$ cat src/rtl/jk_reg_bank.sv
// WIDTH-bit bank of JK flip-flops with clock enable, synchronous load and
// a JK toggle-chain up/down counter mode with terminal-count and change flags.
module jk_reg_bank #(
    parameter int unsigned      WIDTH     = 8,
    parameter logic [WIDTH-1:0] RESET_VAL = '0
) (
    input  logic             clk,
    input  logic             rest,
    input  logic             en,
    input  logic [1:0]       mode,
    input  logic [WIDTH-1:0] j,
    input  logic [WIDTH-1:0] k,
    output logic [WIDTH-1:0] q,
    output logic [WIDTH-1:0] qbar,
    output logic             tc,
    output logic             chg
);

    typedef enum logic [1:0] {
        MODE_JK   = 2'b00,
        MODE_UP   = 2'b01,
        MODE_DOWN = 2'b10,
        MODE_LOAD = 2'b11
    } mode_t;

    mode_t            op;
    logic [WIDTH-1:0] up_t;
    logic [WIDTH-1:0] dn_t;
    logic [WIDTH-1:0] q_next;

    assign op = mode_t'(mode);

    // Counter modes drive every bit's J and K together, so each bit toggles
    // exactly when its chain term is 1: bit i sees the AND of lower bits.
    always_comb begin
        up_t    = '0;
        dn_t    = '0;
        up_t[0] = 1'b1;
        dn_t[0] = 1'b1;
        for (int unsigned i = 1; i < WIDTH; i++) begin
            up_t[i] = up_t[i-1] & q[i-1];
            dn_t[i] = dn_t[i-1] & ~q[i-1];
        end
    end

    always_comb begin
        q_next = q;
        case (op)
            MODE_JK:   q_next = (j & ~q) | (~k & q);
            MODE_UP:   q_next = q ^ up_t;
            MODE_DOWN: q_next = q ^ dn_t;
            MODE_LOAD: q_next = j;
            default:   q_next = q;
        endcase
    end

    always_ff @(posedge clk or posedge rest) begin
        if (rest) begin
            q   <= RESET_VAL;
            chg <= 1'b0;
        end else if (en) begin
            q   <= q_next;
            chg <= (q_next != q);
        end else begin
            chg <= 1'b0;
        end
    end

    assign qbar = ~q;

    always_comb begin
        tc = 1'b0;
        case (op)
            MODE_UP:   tc = &q;
            MODE_DOWN: tc = ~|q;
            default:   tc = 1'b0;
        endcase
    end

endmodule

$ cat config.mk
export PLATFORM = sky130hd
export DESIGN_NAME = jk_reg_bank
export DESIGN_NICKNAME = d
export VERILOG_FILES = /design/src/rtl/jk_reg_bank.sv
export SDC_FILE = /design/constraint.sdc
export NUM_CORES = 1
export LEC_CHECK = 0
export BUFFER_PORTS_ARGS = -buffer_cell sky130_fd_sc_hd__buf_2
export CORE_UTILIZATION = 40
export DETAILED_ROUTE_END_ITERATION = 6
export PLACE_DENSITY = 0.65
export SLEW_MARGIN = 20
export SYNTH_ARGS = -nofsm -noshare
export SYNTH_HDL_FRONTEND = slang
export SYNTH_SLANG_ARGS = --single-unit
$ cat constraint.sdc
create_clock -name clk -period 2.8 [get_ports clk]
set_input_delay 0.14 -clock clk [delete_from_list [all_inputs] [get_ports clk]]
set_output_delay 0.14 -clock clk [all_outputs]
set_load 0.02 [all_outputs]
# After elaboration in Yosys (flattened, before gate mapping)
# Cells that the tools add are included.
# totals
reg_bits,9
word_cells,39
input_bits,21
out_inout_bits,18
# op_classes
n_mux,3
n_bitwise,26
eq_ne,4
n_reduce_logical,4
# ops
op,n
8-bit case mux with 4 select lines,1
8-bit AND,2
8-bit NOT,2
8-bit bitwise XOR,2
1-bit AND,12
8-bit != test,1
8-bit bitwise OR,1
8-bit AND reduction,1
8-bit OR reduction,1
1-bit NOT,7
"2-bit == test, second input constant",2
"2-bit by 1-bit == test with 1-bit output, second input constant",1
2-bit zero test,1
1-bit case mux with 2 select lines,1
1-bit zero test,1
1-bit 2-to-1 mux,1

# Depth between registers and ports, before layout
# Gate-level depths: netlist of run 1.
# logic_depth
depth_word,11
mapped_depth,10
ltp_nobuf,7

# Worst setup path before layout of run 1
# No wires, ideal clock.
# synth_path
path_kind,register to register
startpoint,register q[1]
endpoint,register chg
setup_ns,0.129
stages_incl_launch_ff,7
path_buffers,1
required_time_ns,2.671
setup_slack_ns,0.546
arrival_time_ns,2.124
path_cell_list,dfrtp_1 > buf_6 > and3b_1 > or3_1 > a32o_1 > or4_1 > o41a_1
# synth_between
elab_chain_len,11
word_cells_on_any_way,22
# synth_rtl
element,line,source
start: declaration,13,"output logic [WIDTH-1:0] q,"
start signal: assignment,62,q <= q_next;
1-bit NOT,42,dn_t[i] = dn_t[i-1] & ~q[i-1];
1-bit AND (6 in a row),42,
8-bit bitwise XOR,51,MODE_DOWN: q_next = q ^ dn_t;
8-bit case mux with 4 select lines,48,case (op)
8-bit != test *,63,chg <= (q_next != q);
1-bit 2-to-1 mux *,61,end else if (en) begin
end signal: assignment,63,
end: declaration,16,output logic chg
# Every way passes the cells marked *; elsewhere a longest branch is shown, timed or not.
# A chain may end at the register's enable or synchronous reset.

# Final worst setup path of run 1
# layout_path
startpoint,register q[0]
endpoint,register chg
# The elaborated chain is that of the path after synthesis.

==> key figures, run 1 <==
Route
  – Iter 0 DRT Violations: 82
  – Via density: about 6.0
  – DRC Markers: 4
  – Post-DRT Antenna Nets: 0
  – Uppermost layer routed: met4
  – Metal-1 WL: 1790 µm
  – Metal3 WL: 217 µm
  – Vias: about 1400
  – Final wirelength: 3690 µm
  – Routed length per instance: roughly 16 µm
  – WL met2: roughly 1700 µm
  – TritonRoute pass-1 iters: 6

Placed design
  – Final GP Congestion: 0.900
  – Port Buffers: 38
  – Placed insts: 232
  – Worst slack, placed: 0.307 ns
  – Detail Placement HPWL: about 2800 µm

Final layout
  – Most common cell after layout, fill and taps aside: buf_2
  – Diodes inserted: 0
  – Register area: 225 µm²
  – Fin nets: 232
  – Layout cell share with drive strength beyond 1: 24.3%
  – Final std cells w/o fill: 237
  – Syn-to-layout area delta: 19.1%
  – Most used cells in the layout excluding fill and tap cells: 38 x buf_2, 19 x inv_1, 17 x a21oi_1
  – Area occupied by multi-input gates: 862 µm²
  – Fillcell total: 290

Clocking
  – CTS Buf Count: 3
  – Reg clk slew, reported paths: around 0.07 ns
  – Root buffer cell: clkbuf_4
  – Clock Tree Buf Depth: 2
  – Worst-Skew Late Latency: 0.27 ns
  – H-tree Lvls: 1
  – TritonCTS clock tree: done
  – Clock Sinks: 9
  – Postcts setup bufs: 0

Die
  – Placeable Area: 2830 µm²
  – Die W: roughly 57 µm
  – Num ports: 39
  – DIE AREA: 3280 µm²
  – # rows: 19
  – Initial Util: between 40 and 50%
  – Die Height: between 50 and 60 µm

GRT
  – Largest net degree at the start of global routing: 18
  – Initial antenna violation count: 0
  – All-Layer GR Usage: between 20% and 30%
  – Gr ovfl total: 0
  – Global-route wire length before repair: 6040 µm
  – Vias in the first global route: 1283

Setup path
  – Worst Path Required: just under 3 ns
  – WS Path Type: reg -> reg
  – Critical path arrival: 2.49 ns
  – Crit path capture type: flop
  – Startpoint types: flop
  – Crit path max fanout: 14

Timing
  – Fmax: between 0.4 and 0.5 GHz
  – Post-layout minimum cycle time: 2.34 ns
  – Post-route clock period utilization: 83.4%
  – Worst-Margin Slew: between 0.5 and 0.6 ns
  – Clock skew: 0.00198 ns
  – RSZ-0062 raised after global routing: false
  – Slew Viols, Final: 0
  – Setup_tns: 0 ns
  – Slew HR: between 60 and 70%
  – Setup ws final: 0.465 ns
  – Final hold viol count: 0
  – Final setup violation count: 0

Yosys
  – EDFF count, synth: 0
  – Mapped Area: ~1200 µm²
  – Seq/Total Area, Yosys: 18.4%
  – Post-Syn Instances: between 150 and 200
  – Synthesized flop and latch total: 9
  – Dominant synthesized flop cell: dfrtp_1
  – Mean Syn Cell Area: 7.06 µm²
  – Ys async rst share: 100%
  – Syn Nets: 198
  – Synth warnings: 0
  – Yosys cell types: 50

Run status
  – Status: finished with violations
  – Violated checks: DRC

Power and ir drop
  – Peak VDD IR: 0.178 mV
  – PwrDens: 546 nW/µm²
  – Pleak: 0.682 nW

Flow run
  – Max_cap viols: 0

Hold path
  – Hold Path Class: in -> reg
[per-stage QoR]
step	util, %	hold slack, ns	area [µm²]	power (mW)
floorplan	-	-0.0321	1220	0.545
global route	51.4	0.219	1450	0.852
detailed placement	50.1	0.138	1420	0.679
finish	51.4	0.202	1450	0.794
CTS	51.4	0.200	1450	0.788
global placement	50.1	0.131	1420	0.669
[timing repair]
| item | in CTS | in global routing |
|---|---|---|
| hold buffers | 1 | 0 |
| resized for setup | 0 | 0 |
| endpoints found under the hold margin | 9 | 0 |
[path summary, 6_finish.rpt]
check	from	endpoint	slack [ns]	depth (start not counted)
min	j[0]	q[0]	0.20	3
max	q[0]	chg	0.46	5
max reg2reg	q[0]	chg	0.46	5
min reg2reg	q[3]	q[3]	0.75	2
max in group asynchronous	rest	q[5]	2.14	3
min in group asynchronous	rest	q[3]	0.38	3
[kinds of logic after synthesis]
family | synth area share, %
AO/OA/AOI/OAI | 37.2
AND/OR/NAND/NOR | 27.8
buffers and inverters | 11.0
flip-flops | 18.4
adder cells (fa/ha/maj) | 4.10
XOR/XNOR | 0.717
multiplexers | 0.820
[where the power goes]
group	internal [mW]	switching, mW	leakage, nW	total, mW
combinational	0.174	0.254	0.560	0.429
clock	0.0552	0.0549	0.0150	0.110
sequential	0.159	0.0960	0.107	0.255
[critical path: stages (launching register included)]
cell	delay, ns
dfrtp_1	0.55
and3b_1	0.28
or3_1	0.37
a32o_1	0.21
or4_1	0.40
o41a_1	0.42
[layout make-up]
cell class | instances | area share (%)
clock buffer | 4 | 1.81
timing repair buffer | 43 | 15.8
inverter | 19 | 4.91
sequential | 9 | 15.5
tap | 31 | 2.67
multi-input combinational | 131 | 59.3
[synth_stat cells (3+ instances only)]
library cell / instances / area (µm²)
nor2_1: 5 / 18.8
a31oi_1: 4 / 25.0
nand2_1: 12 / 45.0
and3_1: 3 / 18.8
o31ai_1: 3 / 22.5
a22oi_1: 5 / 37.5
a221oi_1: 3 / 26.3
inv_1: 19 / 71.3
nor2b_1: 8 / 50.1
ha_1: 4 / 50.1
o21ai_0: 12 / 60.1
dfrtp_1: 9 / 225
nand2b_1: 6 / 37.5
o22ai_1: 5 / 31.3
a21oi_1: 17 / 85.1
a32oi_1: 4 / 35.0
nand3_1: 6 / 30.0
clkbuf_1: 11 / 41.3
[state kept, by name, indices dropped and copies added (netlist names)]
signal / cells
chg: 1
q: 8
[per-layer routing]
metal  vias to the layer above  GRT usage [%]
li1                        703              -
met1                       666           34.4
met2                        54           36.8
met3                         3           2.49
met4                         0           6.97
met5                         -              0
No activity file was read; power rests on OpenSTA's default activity.
==> inputs of run 2 (changes only) <==
clock period = 2.3 ns   (was 2.8 ns; I/O delays follow)
==> run 2 against run 1 <==
Effect of this change: the flow still finishes with violations (DRC); final area rose by 6.2%; setup slack got worse by 0.36 ns; sequential share of layout area decreased by 0.90 points; clock power increased by 21%; first-iteration DRC count increased by 24%; largest cell class unchanged.
==> key figures, run 2 (synthesis results as in run 1) <==
Run status
  – Status: finished with violations
  – Violated checks: DRC

Route
  – Routed length per instance: 15.6 µm
  – Vias: between 1500 and 2000
  – Iter 0 DRT Violations: 102
  – TritonRoute pass-1 iters: 6
  – Post-DRT Antenna Nets: 0
  – DRC Markers: 4
  – Via density: 6.10
  – Final wirelength: 3880 µm

GRT
  – Largest net degree at the start of global routing: 17
  – Vias in the first global route: 1362
  – Initial antenna violation count: 0
  – Gr ovfl total: 0
  – All-Layer GR Usage: 24.5%
  – Global-route wire length before repair: 6310 µm

Power and ir drop
  – Sw frac: 49.3%
  – PwrDens: 664 nW/µm²
  – Flop pwr share: between 20% and 30%
  – Peak VDD IR: roughly 0.24 mV
  – Pleak: 0.741 nW
  – Internal power: roughly 0.52 mW
  – Power after layout: roughly 1.0 mW
  – Switching pwr: about 0.5 mW
  – Power share of the combinational group: 60.4%
  – Clock power share: 13.0%

Clocking
  – Worst-Skew Late Latency: 0.27 ns
  – CTS Buf Count: 3
  – Reg clk slew, reported paths: 0.07 ns
  – Clock Sinks: 9
  – Postcts setup bufs: 0
  – Root buffer cell: clkbuf_4
  – Resized Gates After CTS: 0
  – TritonCTS clock tree: done
  – H-tree Lvls: 1
  – Clock Tree Buf Depth: 2

Die
  – DIE AREA: 3280 µm²
  – # rows: 19
  – Initial Util: 43.2%
  – Placeable Area: around 2800 µm²
  – Die W: 57.3 µm
  – Num ports: 39
  – Die Height: roughly 57 µm

Final layout
  – Fin nets: ~240
  – Top reg by flops: q
  – Regs by FF count: q (8), chg (1)
  – Most used cells in the layout excluding fill and tap cells: 38 x buf_2, 19 x inv_1, 17 x a21oi_1
  – Largest register FFs: 8
  – Most common cell after layout, fill and taps aside: buf_2
  – Diodes inserted: 0
  – Layout cell share with drive strength beyond 1: 28.4%
  – Syn-to-layout area delta: 26.4%

Timing
  – Final setup violation count: 0
  – Worst-Margin Slew: around 0.61 ns
  – Post-layout minimum cycle time: 2.20 ns
  – RSZ-0062 raised after global routing: false
  – Clock skew: approximately 0.0018 ns
  – Setup_tns: 0 ns
  – Fmax: between 0.4 and 0.5 GHz
  – Setup ws final: 0.101 ns
  – Slew HR: between 50% and 60%
  – Post-route clock period utilization: a little over nine tenths
  – Final hold viol count: 0
  – Slew Viols, Final: 0

Flow run
  – Max_cap viols: 0

Placed design
  – Final GP Congestion: around 0.87
  – Worst slack, placed: 0.0200 ns
  – Detail Placement HPWL: 3060 µm
  – Port Buffers: 38

Hold path
  – Hold Path Class: in -> reg

Setup path
  – Critical path arrival: 2.35 ns
  – Crit path capture type: flop
  – Worst Path Required: 2.45 ns
  – WS Path Type: reg -> reg
  – Crit path max fanout: 6
  – Worst path max stage delay: ~0.47 ns
  – CP cell instances: and3b_1, or3_1, a32o_1, or4_1, o41a_1
  – Crit-path slowest cell: dfrtp_1
  – Startpoint types: flop
-- run 2: cell types whose count changed in the layout (fill, tap and decap cells not counted) --
| cell | before | now |
|---|---|---|
| buf_4 | 4 | 16 |
-- run 2: cell type report --
cell class              count  area (µm²)
clock buffers               4        26.3
fillers                   303        1280
inverters                  19        71.3
multi-input cells         131         862
flip-flops and latches      9         225
well taps                  31        38.8
repair buffers             55         320
-- run 2: power by group through the flow --
stage / logic [mW] / registers, mW / clock network (mW)
after floorplan: 0.388 / 0.275 / 0
after global placement: 0.600 / 0.273 / 0
after detailed placement: 0.612 / 0.273 / 0
after CTS: 0.615 / 0.271 / 0.130
after global routing: 0.672 / 0.279 / 0.138
final: 0.619 / 0.273 / 0.133
-- run 2: what timing repair did --
| item | in CTS | in global routing |
|---|---|---|
| hold buffers | 1 | 0 |
| hold endpoints to repair | 9 | 0 |
| endpoints found under the setup margin | 0 | 0 |
-- run 2: layer usage --
layer  vias to the layer above  track usage (%)  wire [µm]
li1                        731                -          -
met1                       730             34.9       1780
met2                        53             40.0       1840
met3                         5             2.27        214
met4                         0             6.27         44
met5                         -                0          0
-- run 2: worst paths after layout --
| kind | startpoint | to | slack [ns] | cells past startpoint |
|---|---|---|---|---|
| setup / recovery | q[0] | chg | 0.10 | 5 |
| hold / removal | j[0] | q[0] | 0.20 | 3 |
| setup reg to reg | q[0] | chg | 0.10 | 5 |
| hold reg to reg | q[6] | q[6] | 0.76 | 2 |
| max in group asynchronous | rest | chg | 1.67 | 3 |
| min in group asynchronous | rest | q[3] | 0.36 | 3 |
-- run 2: through the flow --
step	util (%)	hold slack, ns	std cells	area (µm²)
finish	54.6	0.201	249	1540
global route	54.6	0.227	249	1540
CTS	54.6	0.199	249	1540
detailed placement	53.3	0.111	244	1510
global placement	53.3	0.109	244	1510
floorplan	-	-0.0571	173	1220
-- run 2: worst max-delay path, delay by kind of cell (launching register included) --
family,cells,cell delay (ns)
AO/OA/AOI/OAI,2,0.62
flip-flops,1,0.47
AND/OR/NAND/NOR,3,0.99
